--- src/rtl/ad7276_capture_ctrl.sv ---
// AD7276 capture sequencer: paces conversion starts at a programmable period and
// frames the packed two-channel results into AXI-Stream bursts.
//
// state     | meaning
// IDLE      | waiting for enable with arm or continuous
// WAIT_TICK | period counter running, start pulse on terminal count
// CONVERT   | conversion in flight, timeout counter running
// OUTPUT    | beat held on AXI-Stream until accepted
module ad7276_capture_ctrl #(
    parameter int ADC_LENGTH = 12,
    parameter int MIN_PERIOD = 16,
    parameter int TIMEOUT    = 64
) (
    input  logic                    i_clk,
    input  logic                    i_rst,
    input  logic                    i_enable,
    input  logic                    i_arm,
    input  logic                    i_continuous,
    input  logic [31:0]             i_period,
    input  logic [15:0]             i_burst_len,
    output logic                    o_conv_start,
    input  logic                    i_conv_done,
    input  logic [2*ADC_LENGTH-1:0] i_conv_data,
    output logic [31:0]             m_axis_tdata,
    output logic                    m_axis_tvalid,
    input  logic                    m_axis_tready,
    output logic                    m_axis_tlast,
    output logic                    o_busy,
    output logic [15:0]             o_overrun_cnt,
    output logic                    o_timeout
);

    localparam int TW = (TIMEOUT > 2) ? $clog2(TIMEOUT) : 1;

    typedef enum logic [1:0] {
        S_IDLE,
        S_WAIT_TICK,
        S_CONVERT,
        S_OUTPUT
    } state_t;

    state_t          state_q, state_d;
    logic [31:0]     per_cnt_q;
    logic [31:0]     per_reload_q;
    logic [15:0]     idx_q;
    logic [15:0]     last_idx_q;
    logic [TW-1:0]   tmo_cnt_q;
    logic [31:0]     data_q;
    logic            tlast_q;
    logic            timeout_q;
    logic [15:0]     ovr_q;

    logic [31:0]     reload_now;
    logic [15:0]     last_idx_now;
    logic            per_tick;
    logic            leave_idle;
    logic            rearm;
    logic            capture;
    logic            tmo_fire;
    logic            idx_inc;

    assign reload_now   = ((i_period < 32'(MIN_PERIOD)) ? 32'(MIN_PERIOD) : i_period) - 32'd1;
    assign last_idx_now = (i_burst_len == 16'd0) ? 16'd0 : i_burst_len - 16'd1;
    assign per_tick     = (per_cnt_q == 32'd0);

    always_comb begin
        state_d      = state_q;
        o_conv_start = 1'b0;
        leave_idle   = 1'b0;
        rearm        = 1'b0;
        capture      = 1'b0;
        tmo_fire     = 1'b0;
        idx_inc      = 1'b0;
        case (state_q)
            S_IDLE: begin
                if (i_enable && (i_continuous || i_arm)) begin
                    leave_idle = 1'b1;
                    state_d    = S_WAIT_TICK;
                end
            end
            S_WAIT_TICK: begin
                if (!i_enable) begin
                    state_d = S_IDLE;
                end else if (per_tick) begin
                    o_conv_start = 1'b1;
                    state_d      = S_CONVERT;
                end
            end
            S_CONVERT: begin
                if (i_conv_done) begin
                    capture = 1'b1;
                    state_d = S_OUTPUT;
                end else if (tmo_cnt_q == '0) begin
                    tmo_fire = 1'b1;
                    state_d  = S_WAIT_TICK;
                end
            end
            S_OUTPUT: begin
                if (m_axis_tready) begin
                    if (tlast_q) begin
                        if (i_continuous && i_enable) begin
                            rearm   = 1'b1;
                            state_d = S_WAIT_TICK;
                        end else begin
                            state_d = S_IDLE;
                        end
                    end else begin
                        idx_inc = 1'b1;
                        state_d = S_WAIT_TICK;
                    end
                end
            end
            default: state_d = S_IDLE;
        endcase
    end

    always_ff @(posedge i_clk) begin
        if (!i_rst) begin
            state_q      <= S_IDLE;
            per_cnt_q    <= 32'd0;
            per_reload_q <= 32'd0;
            idx_q        <= 16'd0;
            last_idx_q   <= 16'd0;
            tmo_cnt_q    <= '0;
            data_q       <= 32'd0;
            tlast_q      <= 1'b0;
            timeout_q    <= 1'b0;
            ovr_q        <= 16'd0;
        end else begin
            state_q <= state_d;

            // Period counter free-runs through every active state so ticks stay on grid.
            if (leave_idle) begin
                per_cnt_q <= reload_now;
            end else if (state_q != S_IDLE) begin
                per_cnt_q <= per_tick ? per_reload_q : per_cnt_q - 32'd1;
            end

            if (leave_idle || rearm) begin
                per_reload_q <= reload_now;
                last_idx_q   <= last_idx_now;
                idx_q        <= 16'd0;
            end else if (idx_inc) begin
                idx_q <= idx_q + 16'd1;
            end

            if (per_tick && (state_q == S_CONVERT || state_q == S_OUTPUT) && ovr_q != 16'hFFFF) begin
                ovr_q <= ovr_q + 16'd1;
            end

            // Loaded so the flag becomes visible exactly TIMEOUT cycles after the start pulse.
            if (o_conv_start) begin
                tmo_cnt_q <= TW'(TIMEOUT - 2);
            end else if (state_q == S_CONVERT && tmo_cnt_q != '0) begin
                tmo_cnt_q <= tmo_cnt_q - 1'b1;
            end

            if (tmo_fire) begin
                timeout_q <= 1'b1;
            end

            if (capture) begin
                data_q  <= {16'(i_conv_data[2*ADC_LENGTH-1:ADC_LENGTH]),
                            16'(i_conv_data[ADC_LENGTH-1:0])};
                tlast_q <= (idx_q == last_idx_q) || !i_enable;
            end
        end
    end

    assign m_axis_tdata  = data_q;
    assign m_axis_tvalid = (state_q == S_OUTPUT);
    assign m_axis_tlast  = (state_q == S_OUTPUT) && tlast_q;
    assign o_busy        = (state_q != S_IDLE);
    assign o_overrun_cnt = ovr_q;
    assign o_timeout     = timeout_q;

endmodule

--- config.mk ---
export PLATFORM = sky130hd
export DESIGN_NAME = ad7276_capture_ctrl
export DESIGN_NICKNAME = d
export VERILOG_FILES = /design/src/rtl/ad7276_capture_ctrl.sv
export SDC_FILE = /design/constraint.sdc
export NUM_CORES = 1
export LEC_CHECK = 0
export ABC_AREA = 0
export CAP_MARGIN = 20
export CELL_PAD_IN_SITES_DETAIL_PLACEMENT = 1
export CELL_PAD_IN_SITES_GLOBAL_PLACEMENT = 1
export CORE_AREA = 4 4 154 156
export CTS_CLUSTER_DIAMETER = 40
export DETAILED_ROUTE_END_ITERATION = 6
export DIE_AREA = 0 0 158 160
export PLACE_DENSITY = 0.84
export SKIP_CTS_REPAIR_TIMING = 1
export SYNTH_ARGS = -nofsm -noshare
export SYNTH_HDL_FRONTEND = slang
export SYNTH_SLANG_ARGS = --single-unit
--- constraint.sdc ---
create_clock -name i_clk -period 4.9 [get_ports i_clk]
set_clock_uncertainty 0.05 [all_clocks]
set_input_delay 1.225 -clock i_clk [delete_from_list [all_inputs] [get_ports i_clk]]
set_output_delay 1.225 -clock i_clk [all_outputs]
set_load 0.05 [all_outputs]
---- Yosys cells after proc, flatten, opt, wreduce, memory -nomap -nowiden ----
Index checks and enable logic that the tools add are counted.
cells by class
  eq/ne operators ......................... 9
  mux-type cells .......................... 33
  bitwise logic cells ..................... 1
  add/subtract/negate cells ............... 6
  reductions and logical operators ........ 22
  $lt $le $gt $ge ......................... 1
operators with widths
  operator                 number
  $mux W32                 4
  $sub A32 B1 Y32 const B  2
  $add A16 B1 Y16 const B  2
  $logic_not A32 Y1        1
  $lt A32 B5 Y1 const B    1
  $mux W1                  18
  $eq A16 B16 Y1           1
  $logic_not A16 Y1        1
  $mux W16                 1
  $ne A16 B16 Y1 const B   1
  $sub A16 B1 Y16 const B  1
  $mux W2                  7
  $mux W6                  2
  $pmux W2 S4              1
  $logic_and A1 B1 Y1      6
  $logic_not A6 Y1         1
  $ne A3 B3 Y1 const B     2
  $reduce_bool A2 Y1       3
  $reduce_bool A6 Y1       1
  $sub A6 B1 Y6 const B    1
  $eq A2 B2 Y1 const B     2
  $logic_or A1 B1 Y1       4
  $reduce_and A4 Y1        1
  $reduce_or A2 Y1         2
  other kinds (6)          6
storage, ports and cells
  logic and storage cells ................. 83
  input bits .............................. 79
  output and inout bits ................... 53
  register bits after elaboration ......... 146

---- Depth between registers and ports, before layout ----
Gate-level depths: netlist of the first run.
  depth in word-level cells ............... 7
  mapped depth ............................ 14
  gate-level depth less buffers ........... 11

---- Least setup slack after synthesis of the first run ----
No wires, ideal clock.
  path type ............................... in2reg
  start point ............................. input port i_period[20]
  end point ............................... register per_cnt_q[16]
  data arrival time ....................... 5.015 ns
  required time ........................... 4.772 ns
  buffers on the path ..................... 2
  setup time .............................. 0.078 ns
  stages .................................. 12
  path slack .............................. -0.243 ns
  path through ............................ or4_1 > or4_4 > buf_6 > or3_4 > buf_6 > nand2_1 > ha_1 > nor4b_1 > o2111ai_2 > or4_1 > a31o_2 > o22ai_1
between the ends
  cells in the longest elaborated chain, start to end .. 4
RTL lines
  element                 line  source
  start: declaration      19    input logic [31:0] i_period,
  $lt A32 B5 Y1           62    assign reload_now = ((i_period < 32'(MIN_PERIOD)) ? 32'(MIN_PERIOD) : i_period) - 32'd1;
  $mux W32                62
  $sub A32 B1 Y32         62
  $mux W32                133   if (leave_idle) begin
  end signal: assignment  134   per_cnt_q <= reload_now;
  end signal: assignment  136   per_cnt_q <= per_tick ? per_reload_q : per_cnt_q - 32'd1;
  end: declaration        43    logic [31:0] per_cnt_q;
Every way passes these cells.
A chain may end at the register's enable or synchronous reset.

---- Worst setup path in the final report of the first run ----
  start point ............................. input port i_period[20]
  end point ............................... register per_cnt_q[26]
between the ends
  cells in the longest elaborated chain, start to end .. 4
RTL lines
  element            line
  $lt A32 B5 Y1      62
  $mux W32 *         62
  $sub A32 B1 Y32 *  62
  $mux W32 *         133
Every way passes the cells marked *; elsewhere a longest branch is shown, timed or not.

==> results.json, run 1 <==
{
  "status": "finished, final reports clean",
  "ant_nets": 0,
  "crit_required_ns": 5.15,
  "fp.dieW_um": 158,
  "worstMarginPinSlew_ns": 1.061,
  "ys_seq_area_frac": 0.3676,
  "synth_enable_flop_cells": 0,
  "design_area_um2": 10330,
  "via_count": 8335,
  "clock_sinks": 146,
  "crit_type": "in -> reg",
  "worstSetupEndpoint": "per_cnt_q[26]",
  "slowest_stage": "or4b_2",
  "r2r-end": "per_cnt_q[2]",
  "core_um2": 22370,
  "drive_above_1_share": 0.09744,
  "port_buffers": 123,
  "worstPathMaxFanout": 4,
  "cp-startpoint": "i_period[20]",
  "num_antenna_cells": 0,
  "grt_pass1_wl_mm": 44.88,
  "hold_slack_ns": 0.4058,
  "reg2reg_slack_ns": 1.58,
  "fp-row-count": 55,
  "hold_path_class": "reg -> reg",
  "viasPerCell": 5.729,
  "fmax_mhz": 211.2,
  "cpMostUsedCell": "or4_4",
  "yosysUniqueCellTypes": 74,
  "grt_pass1_vias": 8606,
  "post-route-drc-count": 0,
  "rsz0062_at_grt": "false",
  "drt-initial-drc-count": 618,
  "dpl.cell_count": 1423,
  "syn_inst": 1020,
  "path_clk_slew_ns": 0.06,
  "grt_use_total": 0.2172,
  "dpl.hpwl_mm": 19.96,
  "firstDrtPassIters": 4,
  "grt_max_degree": 50,
  "p_leak_nw": 3.700,
  "crit_chain": "clkdlybuf4s50_1 > or4_4 > or4_4 > or3_4 > nand2_1 > ha_4 > or4b_2 > nor3_1 > nand4b_1 > xor2_2 > a21oi_1 > a311o_1",
  "antenna_found_initial": 0,
  "n_fill_cell": 2688,
  "final_common_cell": "dfxtp_1",
  "cts_inserted_buffers": 17,
  "powerDensity_nw_per_um2": 494.8,
  "cts_root_buffer": "clkbuf_16",
  "fin_cells": 1455,
  "cts_tree": "done",
  "syn_area_um2": 7950,
  "placed_area_um2": 9698,
  "setup_violations": 0,
  "final_cell_mix": "dfxtp_1 (146), nand2_1 (125), nor2_1 (124), clkdlybuf4s50_1 (122), o21ai_0 (81)",
  "synthArstFlopShare": 0,
  "yosys_warnings": 0,
  "cts-htree-levels": 4,
  "wirelength_mm": 27.84,
  "slowest_delay_ns": 0.60,
  "layout_min_cycle_time_ns": 4.736,
  "start_kind": "input pin",
  "start_util": 0.3555,
  "dieArea_um2": 25280,
  "max_slew_margin": 0.2887,
  "fin_nets": 1245,
  "cts_buffer_depth": 2,
  "synthToLayoutAreaGrowth_pct": 29.98,
  "die_y_um": 160,
  "ys_seq_elements": 146,
  "r2r_cells": 6,
  "synth.avg_cell_area_um2": 7.794,
  "routedWlPerCell_um": 19.14,
  "grt_overflow": 0,
  "critPathCaptureType": "flop",
  "gp_congestion": 0.9106,
  "r2r-start": "per_cnt_q[15]",
  "finalHoldViolations": 0,
  "ir_worst_vdd_uv": 272.5,
  "tns_ns": 0,
  "slew_violations": 0,
  "synth_top_flop_cell": "dfxtp_1",
  "drv_cap": 0,
  "clkLatencyLatePin_ns": 0.42,
  "ios": 132,
  "arrival_ns": 4.99,
  "min_period_over_period": 0.9665
}
==> final cells by class <==
| cell class | count | area [µm²] | share of cell area |
|---|---|---|---|
| flip-flops and latches | 146 | 2923 | 0.2828 |
| multi-input cells | 802 | 4747 | 0.4594 |
| inverters | 13 | 48.80 | 0.004722 |
| well taps | 285 | 356.6 | 0.03451 |
| clock inverters | 10 | 158.9 | 0.01538 |
| clock buffers | 21 | 450.4 | 0.04359 |
| repair buffers | 178 | 1649 | 0.1596 |
==> flip-flops by register name, summed over array words and instances (netlist names) <==
register and count:
last_idx_q 16, tmo_cnt_q 6, per_cnt_q 32, m_axis_tdata 24
per_reload_q 32, o_overrun_cnt 16, state_q 2, o_timeout 1
idx_q 16, tlast_q 1
==> kinds of logic (layout without fill, tap and decap cells) <==
family	count (synthesis)	in the layout	share of synthesized area
AO/OA/AOI/OAI	228	228	0.1772
multiplexers	7	7	0.008971
adder cells (fa/ha/maj)	8	8	0.01259
AND/OR/NAND/NOR	453	453	0.2812
flip-flops	146	146	0.3676
buffers and inverters	79	222	0.04391
XOR/XNOR	98	98	0.1080
other	1	8	0.0004717
==> critical path, delay by kind of cell <==
kind / cells / cell delay, ns
compound gates: 2 / 0.38
xor+xnor: 1 / 0.22
fa+ha+maj: 1 / 0.14
buf+inv: 1 / 0.42
simple gates: 7 / 2.59
==> routing by layer <==
metal,wire [µm],vias up,global-route usage,share of wire
met5,0,-,0,0
met4,796,0,0.08181,0.029
met3,1588,65,0.03659,0.057
met2,13510,316,0.3700,0.49
met1,11950,4034,0.2734,0.43
li1,-,3920,-,-
==> how the worst min path moves through the flow <==
stage | start | to | cells after the start
final | m_axis_tdata[9] | m_axis_tdata[9] | 2
after global routing | m_axis_tdata[21] | m_axis_tdata[21] | 2
after CTS | m_axis_tdata[9] | m_axis_tdata[9] | 2
after detailed placement | m_axis_tdata[8] | m_axis_tdata[8] | 2
after global placement | per_reload_q[0] | per_reload_q[0] | 2
after floorplan | per_reload_q[0] | per_reload_q[0] | 2
==> Yosys cell counts, types with 3 or more instances <==
library cell / n / area (µm²)
dfxtp_1: 146 / 2923
nand2_1: 126 / 473.0
nor2_1: 125 / 469.2
o21ai_0: 81 / 405.4
xnor2_1: 54 / 473.0
clkbuf_1: 53 / 198.9
a21oi_1: 52 / 260.3
nor3_1: 46 / 230.2
xor2_1: 44 / 385.4
nor4_1: 34 / 212.7
nand3_1: 26 / 130.1
nand4_1: 22 / 137.6
o22ai_1: 19 / 118.9
or3_1: 14 / 87.58
or4_1: 13 / 97.59
o211ai_1: 12 / 90.09
inv_1: 11 / 41.29
and3_1: 10 / 62.56
a31oi_1: 9 / 56.30
a211oi_1: 8 / 60.06
buf_4: 8 / 60.06
ha_1: 8 / 100.1
mux2i_1: 6 / 60.06
nand2b_1: 6 / 37.54
o31a_1: 5 / 43.79
and4_1: 4 / 35.03
o21a_1: 4 / 30.03
a31o_2: 3 / 26.28
and2_1: 3 / 18.77
buf_6: 3 / 33.78
o221ai_1: 3 / 26.28
o31ai_1: 3 / 22.52
==> report_power, final <==
part	switching, mW	total, mW	internal (mW)
logic	1.29	2.04	0.758
clock network	0.510	1.37	0.861
registers	0.268	1.70	1.43
total	2.07	5.11	3.05
==> per-stage QoR <==
step | setup WS [ns] | total power, mW | util
6_report | 0.1644 | 5.113 | 0.4620
5_1_grt | 0.008459 | 5.410 | 0.4620
4_1_cts | 0.09946 | 5.095 | 0.4609
3_5_place_dp | -0.3523 | 3.687 | 0.4336
3_3_place_gp | -0.1919 | 3.615 | 0.4330
2_1_floorplan | 0.008795 | 2.995 | -
(Power assumes the default switching activity.)
==> run 2, diff against run 1 <==
--- a/config.mk
+++ b/config.mk
@@ -11,6 +11,7 @@
 export CELL_PAD_IN_SITES_GLOBAL_PLACEMENT = 1
 export CORE_AREA = 4 4 154 156
 export CTS_CLUSTER_DIAMETER = 40
+export CTS_CLUSTER_SIZE = 25
 export DETAILED_ROUTE_END_ITERATION = 6
 export DIE_AREA = 0 0 158 160
 export PLACE_DENSITY = 0.84
==> constraint.sdc (replaced) <==
create_clock -name i_clk -period 4.3 [get_ports i_clk]
set_clock_uncertainty 0.05 [all_clocks]
set_input_delay 1.075 -clock i_clk [delete_from_list [all_inputs] [get_ports i_clk]]
set_output_delay 1.075 -clock i_clk [all_outputs]
set_load 0.05 [all_outputs]
==> results.json, run 2 (synthesized netlist as in run 1, its figures left out) <==
{
  "status": "complete, but fails checks",
  "violations": "negative setup slack",
  "power.share.clock": 0.269,
  "fmax_mhz": 232.1,
  "cts_tree": "done",
  "cts_root_buffer": "clkbuf_16",
  "viasPerCell": 5.721,
  "hold_path_class": "reg -> reg",
  "rsz0062_at_grt": "true",
  "wirelength_mm": 29.28,
  "place_ws_ns": -0.4992,
  "routedWlPerCell_um": 19.85,
  "powerDensity_nw_per_um2": 560.1,
  "path_clk_slew_ns": 0.06,
  "tns_ns": -0.007732,
  "final_util": 0.4749,
  "fin_cells": 1475,
  "slowest_delay_ns": 0.55,
  "dieArea_um2": 25280,
  "grt_pass1_vias": 8442,
  "crit_type": "in -> reg",
  "critPathBufInv": 1,
  "die_y_um": 160,
  "grt_overflow": 0,
  "fin_ws_ns": -0.007732,
  "crit_required_ns": 4.56,
  "p_leak_nw": 3.866,
  "slowest_stage": "or4_4",
  "ff_latch_area_um2": 2923,
  "placed_area_um2": 9842,
  "grt_pass1_wl_mm": 45.15,
  "firstDrtPassIters": 5,
  "ios": 132,
  "core_um2": 22370,
  "final_cell_mix": "dfxtp_1 (146), nor2_1 (124), nand2_1 (124), clkdlybuf4s50_1 (119), o21ai_0 (79)",
  "fp.dieW_um": 158,
  "seqPwrFrac": 0.326,
  "crit_chain": "clkdlybuf4s50_1 > or4_4 > or4_4 > or3_4 > nand2_4 > ha_4 > or4b_4 > nor3_4 > nand4b_1 > xor2_2 > a21oi_2 > a311o_1",
  "multi_input_area_um2": 4842,
  "fin_nets": 1264,
  "synthToLayoutAreaGrowth_pct": 33.59,
  "hold_slack_ns": 0.4048,
  "num_antenna_cells": 0,
  "intPower_mw": 3.503,
  "slew_violations": 0,
  "ir_worst_vdd_uv": 297.5,
  "antenna_found_initial": 0,
  "clock_sinks": 146,
  "fp-row-count": 55,
  "gp_congestion": 0.8623,
  "port_buffers": 123,
  "post-route-drc-count": 0,
  "layout_min_cycle_time_ns": 4.308,
  "grt_use_total": 0.2224,
  "setup_violations": 1,
  "cts-htree-levels": 4,
  "dpl.hpwl_mm": 20.13,
  "design_area_um2": 10620,
  "min_period_over_period": 1.002,
  "drive_above_1_share": 0.1218,
  "critPathCaptureType": "flop",
  "critPathTopFamily": "simple AND/OR/NAND/NOR gates",
  "via_count": 8438,
  "n_fill_cell": 2683,
  "ant_nets": 0,
  "arrival_ns": 4.56,
  "start_util": 0.3555,
  "worstPathMaxFanout": 4,
  "clkLatencyLatePin_ns": 0.43,
  "final_common_cell": "dfxtp_1",
  "pwr-share-comb": 0.405,
  "power_mw": 5.948,
  "p_sw_mw": 2.445,
  "drv_cap": 0,
  "swShare": 0.4110,
  "dpl.cell_count": 1436,
  "grt_max_degree": 50,
  "start_kind": "input pin",
  "max_slew_margin": 0.2926,
  "cts_inserted_buffers": 17,
  "worstMarginPinSlew_ns": 1.055,
  "finalHoldViolations": 0,
  "cpMostUsedCell": "or4_4",
  "drt-initial-drc-count": 622,
  "cts_buffer_depth": 2
}
==> run 2: cell types whose count changed in the layout (fill, tap and decap cells not counted), moves of 3 or more <==
cell and change:
clkbuf_8 +3, clkdlybuf4s50_1 -3, dlymetal6s2s_1 +3, buf_4 +17, inv_6 +4
==> run 2: power groups by stage <==
stage / sequential (mW) / clock (mW) / combinational, mW
2_1_floorplan: 1.90 / 0 / 1.52
3_3_place_gp: 1.93 / 0 / 2.23
3_5_place_dp: 1.94 / 0 / 2.30
4_1_cts: 1.92 / 1.63 / 2.34
5_1_grt: 1.97 / 1.70 / 2.60
6_report: 1.94 / 1.60 / 2.41
==> run 2: worst paths after layout <==
kind                         start                to  slack, ns  cells after the start
hold / removal    m_axis_tdata[19]  m_axis_tdata[19]       0.40                      2
hold reg to reg   m_axis_tdata[19]  m_axis_tdata[19]       0.40                      2
setup / recovery      i_period[11]     per_cnt_q[26]     -0.008                     12
setup reg to reg     per_cnt_q[24]     per_cnt_q[15]       1.14                      5
==> run 2: per-layer routing <==
metal | vias up | share of wire | track usage | wire length, µm
met5 | - | 0 | 0 | 0
met4 | 0 | 0.035 | 0.1059 | 1020
met3 | 60 | 0.066 | 0.03930 | 1945
met2 | 328 | 0.48 | 0.3661 | 14170
met1 | 4080 | 0.41 | 0.2803 | 12150
li1 | 3970 | - | - | -
==> run 2: worst min-delay path: cells and delay by family (launching register included) <==
| family | cells | cell delay, ns |
|---|---|---|
| AOI/OAI and AO/OA | 1 | 0.05 |
| DFF | 1 | 0.31 |
| and+or+nand+nor | 1 | 0.05 |
==> run 2: final cells by class <==
type / instances / share of cell area
Inverter: 13 / 0.004595
Clock buffer: 22 / 0.04559
Timing Repair Buffer: 197 / 0.1714
Clock inverter: 10 / 0.01367
Tap cell: 285 / 0.03358
Sequential cell: 146 / 0.2752
Multi-Input combinational cell: 802 / 0.4559
==> run 3, diff against run 2 <==
==> constraint.sdc (replaced) <==
create_clock -name i_clk -period 4.3 [get_ports i_clk]
set_clock_uncertainty 0.05 [all_clocks]
set_input_delay 1.075 -clock i_clk [delete_from_list [all_inputs] [get_ports i_clk]]
set_output_delay 1.075 -clock i_clk [all_outputs]
set_load 0.005 [all_outputs]
==> results.json, run 3 (synthesized netlist as in run 1, its figures left out) <==
{
  "routedWlPerCell_um": 19.29,
  "hold_path_class": "reg -> reg",
  "final_cell_mix": "dfxtp_1 (146), nor2_1 (124), nand2_1 (124), clkdlybuf4s50_1 (113), o21ai_0 (80)",
  "status": "finished, final reports clean",
  "grt_use_total": 0.2217,
  "worstPathMaxFanout": 4,
  "drive_above_1_share": 0.1148,
  "slowest_delay_ns": 0.49,
  "dpl.hpwl_mm": 20.07,
  "place_ws_ns": -0.4945,
  "drt-initial-drc-count": 548,
  "grt_pass1_vias": 8553,
  "grt_overflow": 0,
  "crit_type": "in -> reg",
  "start_kind": "input pin",
  "p_leak_nw": 3.883,
  "ant_nets": 0,
  "max_slew_margin": 0.3074,
  "clkLatencyLatePin_ns": 0.42,
  "min_period_over_period": 0.9818,
  "fin_nets": 1259,
  "grt_max_degree": 52,
  "arrival_ns": 4.48,
  "cpMostUsedCell": "or4_4",
  "swShare": 0.3917,
  "crit_required_ns": 4.56,
  "slew_violations": 0,
  "wirelength_mm": 28.36,
  "gp_congestion": 0.8759,
  "fin_ws_ns": 0.07813,
  "fmax_mhz": 236.9,
  "finalHoldViolations": 0,
  "power_mw": 5.755,
  "viasPerCell": 5.689,
  "slowest_stage": "or4_4",
  "powerDensity_nw_per_um2": 546.1,
  "setup_violations": 0,
  "tns_ns": 0,
  "pwr-share-comb": 0.388,
  "cts_buffer_depth": 2,
  "layout_min_cycle_time_ns": 4.222,
  "via_count": 8363,
  "firstDrtPassIters": 7,
  "hold_slack_ns": 0.4059,
  "power.share.clock": 0.276,
  "worstMarginPinSlew_ns": 1.033,
  "grt_pass1_wl_mm": 45.24,
  "intPower_mw": 3.501,
  "synthToLayoutAreaGrowth_pct": 32.55,
  "drv_cap": 0,
  "num_antenna_cells": 0,
  "ios": 132,
  "cts-htree-levels": 4,
  "critPathCaptureType": "flop",
  "final_common_cell": "dfxtp_1",
  "port_buffers": 123,
  "cts_inserted_buffers": 17,
  "dieArea_um2": 25280,
  "cts_tree": "done",
  "clock_sinks": 146,
  "post-route-drc-count": 0,
  "fp.dieW_um": 158,
  "start_util": 0.3555,
  "die_y_um": 160,
  "ir_worst_vdd_uv": 334.8,
  "fp-row-count": 55,
  "crit_chain": "clkdlybuf4s50_1 > or4_4 > or4_4 > or3_4 > nand2_4 > ha_4 > or4b_4 > nor3_2 > nand4b_1 > xor2_2 > a21oi_2 > a311o_1",
  "seqPwrFrac": 0.336,
  "antenna_found_initial": 0,
  "p_sw_mw": 2.254,
  "cts_root_buffer": "clkbuf_16",
  "core_um2": 22370,
  "path_clk_slew_ns": 0.06
}
## run 3: cell types whose count changed in the layout (fill, tap and decap cells not counted), moves of 2 or more
cell,before,now
buf_4,72,68
clkdlybuf4s50_1,119,113
clkinv_4,0,3
dlymetal6s2s_1,3,10
inv_6,4,2
## run 3: worst paths after layout
check / startpoint / cells after the start / end / slack (ns)
max: i_period[19] / 12 / per_cnt_q[26] / 0.08
min: m_axis_tdata[18] / 2 / m_axis_tdata[18] / 0.41
max reg2reg: per_cnt_q[24] / 6 / per_cnt_q[9] / 1.15
min reg2reg: m_axis_tdata[18] / 2 / m_axis_tdata[18] / 0.41
## run 3: power groups by stage
stage,Combinational [mW],Sequential (mW),Clock (mW)
after floorplan,1.47,1.81,0
after global placement,2.09,1.93,0
after detailed placement,2.16,1.95,0
after CTS,2.19,1.92,1.62
after global routing,2.44,1.98,1.67
final,2.23,1.94,1.59
## run 3: metal layers
layer / GRT usage / vias up / routed length [µm]
li1: - / 3945 / -
met5: 0 / - / 0
met3: 0.04824 / 60 / 1929
met2: 0.3715 / 283 / 13580
met1: 0.2778 / 4075 / 11970
met4: 0.08259 / 0 / 889
## run 3: worst max-delay path: cells and delay by family
kind / cells / cell delay, ns
buffers and inverters: 1 / 0.43
adder cells (fa/ha/maj): 1 / 0.14
AND/OR/NAND/NOR: 7 / 2.25
XOR/XNOR: 1 / 0.20
AO/OA/AOI/OAI: 2 / 0.36
## run 3: through the flow
step | instances | utilization | area (µm²)
6_report | 1470 | 0.4712 | 10540
3_5_place_dp | 1435 | 0.4393 | 9824
4_1_cts | 1467 | 0.4675 | 10460
3_3_place_gp | 1435 | 0.4393 | 9824
2_1_floorplan | 1027 | - | 8036
5_1_grt | 1470 | 0.4712 | 10540
## run 3: final cells by class
cell class	count	area [µm²]
fillers	2689	11830
multi-input cells	802	4792
flip-flops and latches	146	2923
repair buffers	192	1787
clock buffers	22	484.2
well taps	285	356.6
clock inverters	10	146.4
inverters	13	48.80
